[config.mk]
export PLATFORM = sky130hd
export DESIGN_NAME = quad_gate_exerciser
export DESIGN_NICKNAME = d
export VERILOG_FILES = /design/src/rtl/quad_gate_exerciser.sv
export SDC_FILE = /design/constraint.sdc
export NUM_CORES = 1
export LEC_CHECK = 0
export ABC_CLOCK_PERIOD_IN_PS = 3200
export BUFFER_PORTS_ARGS = -buffer_cell sky130_fd_sc_hd__buf_2
export CORE_ASPECT_RATIO = 1.1
export CORE_MARGIN = 5
export CORE_UTILIZATION = 55
export CTS_CLUSTER_SIZE = 8
export DETAILED_ROUTE_END_ITERATION = 7
export PLACE_DENSITY = 0.8
export REMOVE_ABC_BUFFERS = 1
export SYNTH_ARGS = -nofsm -noshare
export SYNTH_HDL_FRONTEND = slang
export SYNTH_SLANG_ARGS = --single-unit
[constraint.sdc]
create_clock -name CLK -period 3.2 [get_ports CLK]
set_clock_uncertainty 0.1 [all_clocks]
set_input_delay 0.32 -clock CLK [delete_from_list [all_inputs] [get_ports CLK]]
set_output_delay 0.32 -clock CLK [all_outputs]
set_load 0.03 [all_outputs]
[src/rtl/quad_gate_exerciser.sv]
// Sweeps all 256 {A,B} patterns into a quad 2-input gate chip and checks Y
// against the gate function chosen by MODE, reporting error count and first failure.
//
// state    | meaning
// ---------+-----------------------------------------------------------
// S_IDLE   | waiting for START after reset
// S_SETTLE | current vector driven, counting down the settle time
// S_CHECK  | compare Y with expected value, then advance or finish
// S_DONE   | sweep complete, results held until START
module quad_gate_exerciser #(
  parameter int MODE   = 0,
  parameter int SETTLE = 2
) (
  input  logic       CLK,
  input  logic       RST_N,
  input  logic       START,
  output logic [0:3] A,
  output logic [0:3] B,
  input  logic [0:3] Y,
  output logic       BUSY,
  output logic       DONE,
  output logic       PASS,
  output logic [8:0] ERR_CNT,
  output logic [7:0] FAIL_VEC,
  output logic [0:3] FAIL_Y
);

  typedef enum logic [1:0] {S_IDLE, S_SETTLE, S_CHECK, S_DONE} state_t;

  localparam logic [3:0] RELOAD = 4'(SETTLE - 1);

  state_t     state_q, state_n;
  logic [7:0] vec_q, vec_n;
  logic [3:0] cnt_q, cnt_n;
  logic [8:0] err_q, err_n;
  logic [7:0] fvec_q, fvec_n;
  logic [0:3] fy_q, fy_n;
  logic       busy_q, busy_n;
  logic       done_q, done_n;
  logic [0:3] exp_y;
  logic       mismatch;

  function automatic logic [0:3] gate_fn(input logic [0:3] a, input logic [0:3] b);
    logic [0:3] r;
    case (MODE)
      1:       r = ~(a & b);
      2:       r = a | b;
      3:       r = a ^ b;
      4:       r = ~(a | b);
      default: r = a & b;
    endcase
    return r;
  endfunction

  assign {A, B}   = vec_q;
  assign exp_y    = gate_fn(A, B);
  // Case inequality so that X/Z on the chip outputs is reported as a failure.
  assign mismatch = (Y !== exp_y);

  always_ff @(posedge CLK or negedge RST_N) begin
    if (!RST_N) begin
      state_q <= S_IDLE;
      vec_q   <= '0;
      cnt_q   <= '0;
      err_q   <= '0;
      fvec_q  <= '0;
      fy_q    <= '0;
      busy_q  <= 1'b0;
      done_q  <= 1'b0;
    end else begin
      state_q <= state_n;
      vec_q   <= vec_n;
      cnt_q   <= cnt_n;
      err_q   <= err_n;
      fvec_q  <= fvec_n;
      fy_q    <= fy_n;
      busy_q  <= busy_n;
      done_q  <= done_n;
    end
  end

  always_comb begin
    state_n = state_q;
    vec_n   = vec_q;
    cnt_n   = cnt_q;
    err_n   = err_q;
    fvec_n  = fvec_q;
    fy_n    = fy_q;
    busy_n  = busy_q;
    done_n  = done_q;

    case (state_q)
      S_IDLE, S_DONE: begin
        if (START) begin
          vec_n   = '0;
          err_n   = '0;
          fvec_n  = '0;
          fy_n    = '0;
          done_n  = 1'b0;
          busy_n  = 1'b1;
          cnt_n   = RELOAD;
          state_n = S_SETTLE;
        end
      end

      S_SETTLE: begin
        if (cnt_q == 4'd0) begin
          state_n = S_CHECK;
        end else begin
          cnt_n = cnt_q - 4'd1;
        end
      end

      S_CHECK: begin
        if (mismatch) begin
          err_n = err_q + 9'd1;
          if (err_q == 9'd0) begin
            fvec_n = vec_q;
            fy_n   = Y;
          end
        end
        if (vec_q == 8'hFF) begin
          busy_n  = 1'b0;
          done_n  = 1'b1;
          state_n = S_DONE;
        end else begin
          vec_n   = vec_q + 8'd1;
          cnt_n   = RELOAD;
          state_n = S_SETTLE;
        end
      end

      default: state_n = S_IDLE;
    endcase
  end

  assign BUSY     = busy_q;
  assign DONE     = done_q;
  assign PASS     = done_q && (err_q == 9'd0);
  assign ERR_CNT  = err_q;
  assign FAIL_VEC = fvec_q;
  assign FAIL_Y   = fy_q;

endmodule

==> results.md <==
- Status: finished, final reports clean
- Metal1 wirelength: 2.15 mm
- Total CTS buffers: 5
- Top post-synthesis cells by area: dfrtp_1 (42%), nand2_1 (8.3%), ha_1 (4.6%)
- Yosys warning count: 0
- PwrDens: 630 mW/mm²
- Initial DRC count: 178
- Final nets: 292
- CP Max Fanout: 27
- Cells after synthesis: 244
- Slew @ Worst Pin: 0.822 ns
- Post_cts resized: 0
- Maximum number of pins on one net before global-route repair: 53
- Hold Vio Cnt, Final: 0
- Max Slew Vio Count: 0
- Synth Flop Type: dfrtp_1
- Max Freq: 0.439 GHz
- Count of flip-flops with a built-in enable after synthesis: 0
- Routed met3 length: 235 µm
- H-tree levels: 2
- Data required, critical path: 3.29 ns
- Max transition margin: 45.2%
- Dpl cells: 322
- Pre-Repair DR Iteration Count: 4
- Crit path from: state_q[0]$_DFFE_PN0P_
- WL/cell: 14.6 µm
- Fin cells: 330
- Initial antenna violation count: 0
- Seq/Total Area, Yosys: 42.4%
- Clock transition at path regs: 0.07 ns
- TritonCTS clock tree: done
- DP HPWL: 3.27 mm
- Clock sinks: 37
- IO Port Bufs: 38
- Final period util: 71.2%
- VDD IR-drop max: 0.615 mV
- # hold bufs at CTS: 0
- DRT Wirelength: 4.82 mm
- Critical-path cell list: inv_1 -> ha_1 -> nor2b_1 -> or2_2 -> nor2_1 -> mux2_1 -> a22o_1
- First-pass GRT wire length: 8.29 mm
- Area growth syn-to-layout: 12.8%
- Synth top area share: 42.4%
- Skew-Pair Late Insertion Delay: 0.29 ns
- Final Critical Period: 2.28 ns
- Die Area: 0.00533 mm²
- Distinct cells, synth: 53
- Launch point of the worst reg-to-reg path: state_q[0]$_DFFE_PN0P_
- Hold Path Class: input port to async pin
- Cell Area, Synth: 0.00218 mm²
- RePlAce Congestion: 0.856
- Max stage delay cell, worst path: or2_2
- Post-CTS repair timing setup buffer count: 0
- Final setup viols: 0
- Die Y: 76.1 µm
- CTS Root Cell: clkbuf_8
- Setup CP Type: register to register
- Initial Util: 55.9%
- Ant diodes: 0
- Share of cells above drive strength 1: 19.8%
- Max_cap viols: 0
- Routed Antenna Nets: 0
- Yosys reg bits: 37
- Die width: 70.1 µm
- Max incr delay on CP: 0.50 ns
- CP endpoint kind: register
- DRC: 0
- Final Util: 63.1%
- Crit start category: register
- Area of the core: 0.00390 mm²
- Met2 wire len: 2.36 mm
- FP Rows: 24
- Async S/R FF share, synth: 100%
- Via density: 5.80
- Synth area leader: dfrtp_1
- RSZ-0062 raised after global routing: no
- I/O pin cnt: 39
- Via count: 1914
- Worst EP arrival: 2.36 ns
- Syn avg cell area: 8.95 µm²
- Leakage: 1.18 nW
- GRT overflow: 0
- Vias in the first global route: 1825
- Total track usage: 18.8%
- Top Metal Used: met4
- Setup TNS: 0 ns
- Reg2reg setup slack: 0.92 ns
- Bufs on Longest Clock Path: 2
area by class of cell:
class | count | area (µm²)
clock buffers | 6 | 72.6
well taps | 52 | 65.1
inverters | 8 | 30.0
flip-flops and latches | 37 | 926
repair buffers | 40 | 205
fillers | 348 | 1440
multi-input cells | 185 | 1150
clock inverters | 2 | 10.0
logic make-up after synthesis:
group / after synthesis / synth area share, %
AO/OA/AOI/OAI: 71 / 23.4
XOR/XNOR: 1 / 0.401
adder cells (fa/ha/maj): 8 / 4.58
buffers and inverters: 22 / 4.70
flip-flops: 37 / 42.4
multiplexers: 3 / 1.43
AND/OR/NAND/NOR: 102 / 23.0
through the flow:
step	total power, mW	hold WS [ns]	setup WS [ns]	cell area, µm²
2_1_floorplan	1.05	-0.0756	0.686	2110
3_3_place_gp	1.23	0.370	1.00	2380
3_5_place_dp	1.25	0.365	0.926	2380
4_1_cts	1.56	0.0504	0.916	2460
5_1_grt	1.66	0.102	0.786	2460
6_report	1.55	0.0195	0.922	2460
registers in the layout (all words and copies together), names as in the netlist:
signal,count
BUSY,1
DONE,1
ERR_CNT,9
FAIL_VEC,8
FAIL_Y,4
cnt_q,4
state_q,2
vec_q,8
critical path, delay by kind of cell, from the launching register on:
kind / cells / cell delay [ns]
multiplexers: 1 / 0.30
AO/OA/AOI/OAI: 1 / 0.18
flip-flops: 1 / 0.40
AND/OR/NAND/NOR: 3 / 0.78
adder cells (fa/ha/maj): 1 / 0.35
buffers and inverters: 1 / 0.06
report_power, final:
part / leakage, nW / internal, mW / switching, mW / total (mW)
Combinational: 0.630 / 0.211 / 0.458 / 0.668
Sequential: 0.503 / 0.519 / 0.0493 / 0.568
Clock: 0.0450 / 0.151 / 0.166 / 0.316
synthesized netlist by cell type, drive strengths merged, types with 2 or more instances:
library cell and n:
nand4b 3, inv 8, o21ai 18, nor2 14, o211ai 3, clkbuf 9
and3b 2, ha 8, o311ai 2, a21boi 2, a211oi 2, a21o 3
nand2 48, nor2b 3, and3 4, o31ai 3, and2 4, buf 5
a21oi 11, nor3 3, o22ai 2, nand3b 3, nor3b 3, mux2i 2
nand2b 2, dfrtp 37, a221o 3, a31o 12, a31oi 3, nand3 7
cell usage in the layout, fill, tap and decap left out, drive strengths merged, types with 4 or more instances in the layout:
| cell | n |
|---|---|
| ha | 8 |
| nor2 | 14 |
| buf | 40 |
| and3 | 4 |
| a31o | 12 |
| inv | 8 |
| clkbuf | 6 |
| and2 | 4 |
| dfrtp | 37 |
| nand3 | 7 |
| a21oi | 11 |
| nand2 | 48 |
| o21ai | 18 |
layer usage:
layer  track usage, %  vias up
li1                 -      941
met1             23.5      912
met2             31.5       54
met3             4.09        7
met4             7.09        0
met5                0        -
final timing paths:
path | endpoint | cells past startpoint
setup reg to reg | ERR_CNT[7]$_DFFE_PN0P_ | 7
hold / removal | FAIL_Y[3]$_DFFE_PN0P_ | 1
min in group CLK | FAIL_Y[0]$_DFFE_PN0P_ | 2
max in group asynchronous | ERR_CNT[2]$_DFFE_PN0P_ | 1
setup / recovery | ERR_CNT[7]$_DFFE_PN0P_ | 7
hold reg to reg | cnt_q[0]$_DFFE_PN0P_ | 1
No activity file was read; power rests on OpenSTA's default activity.
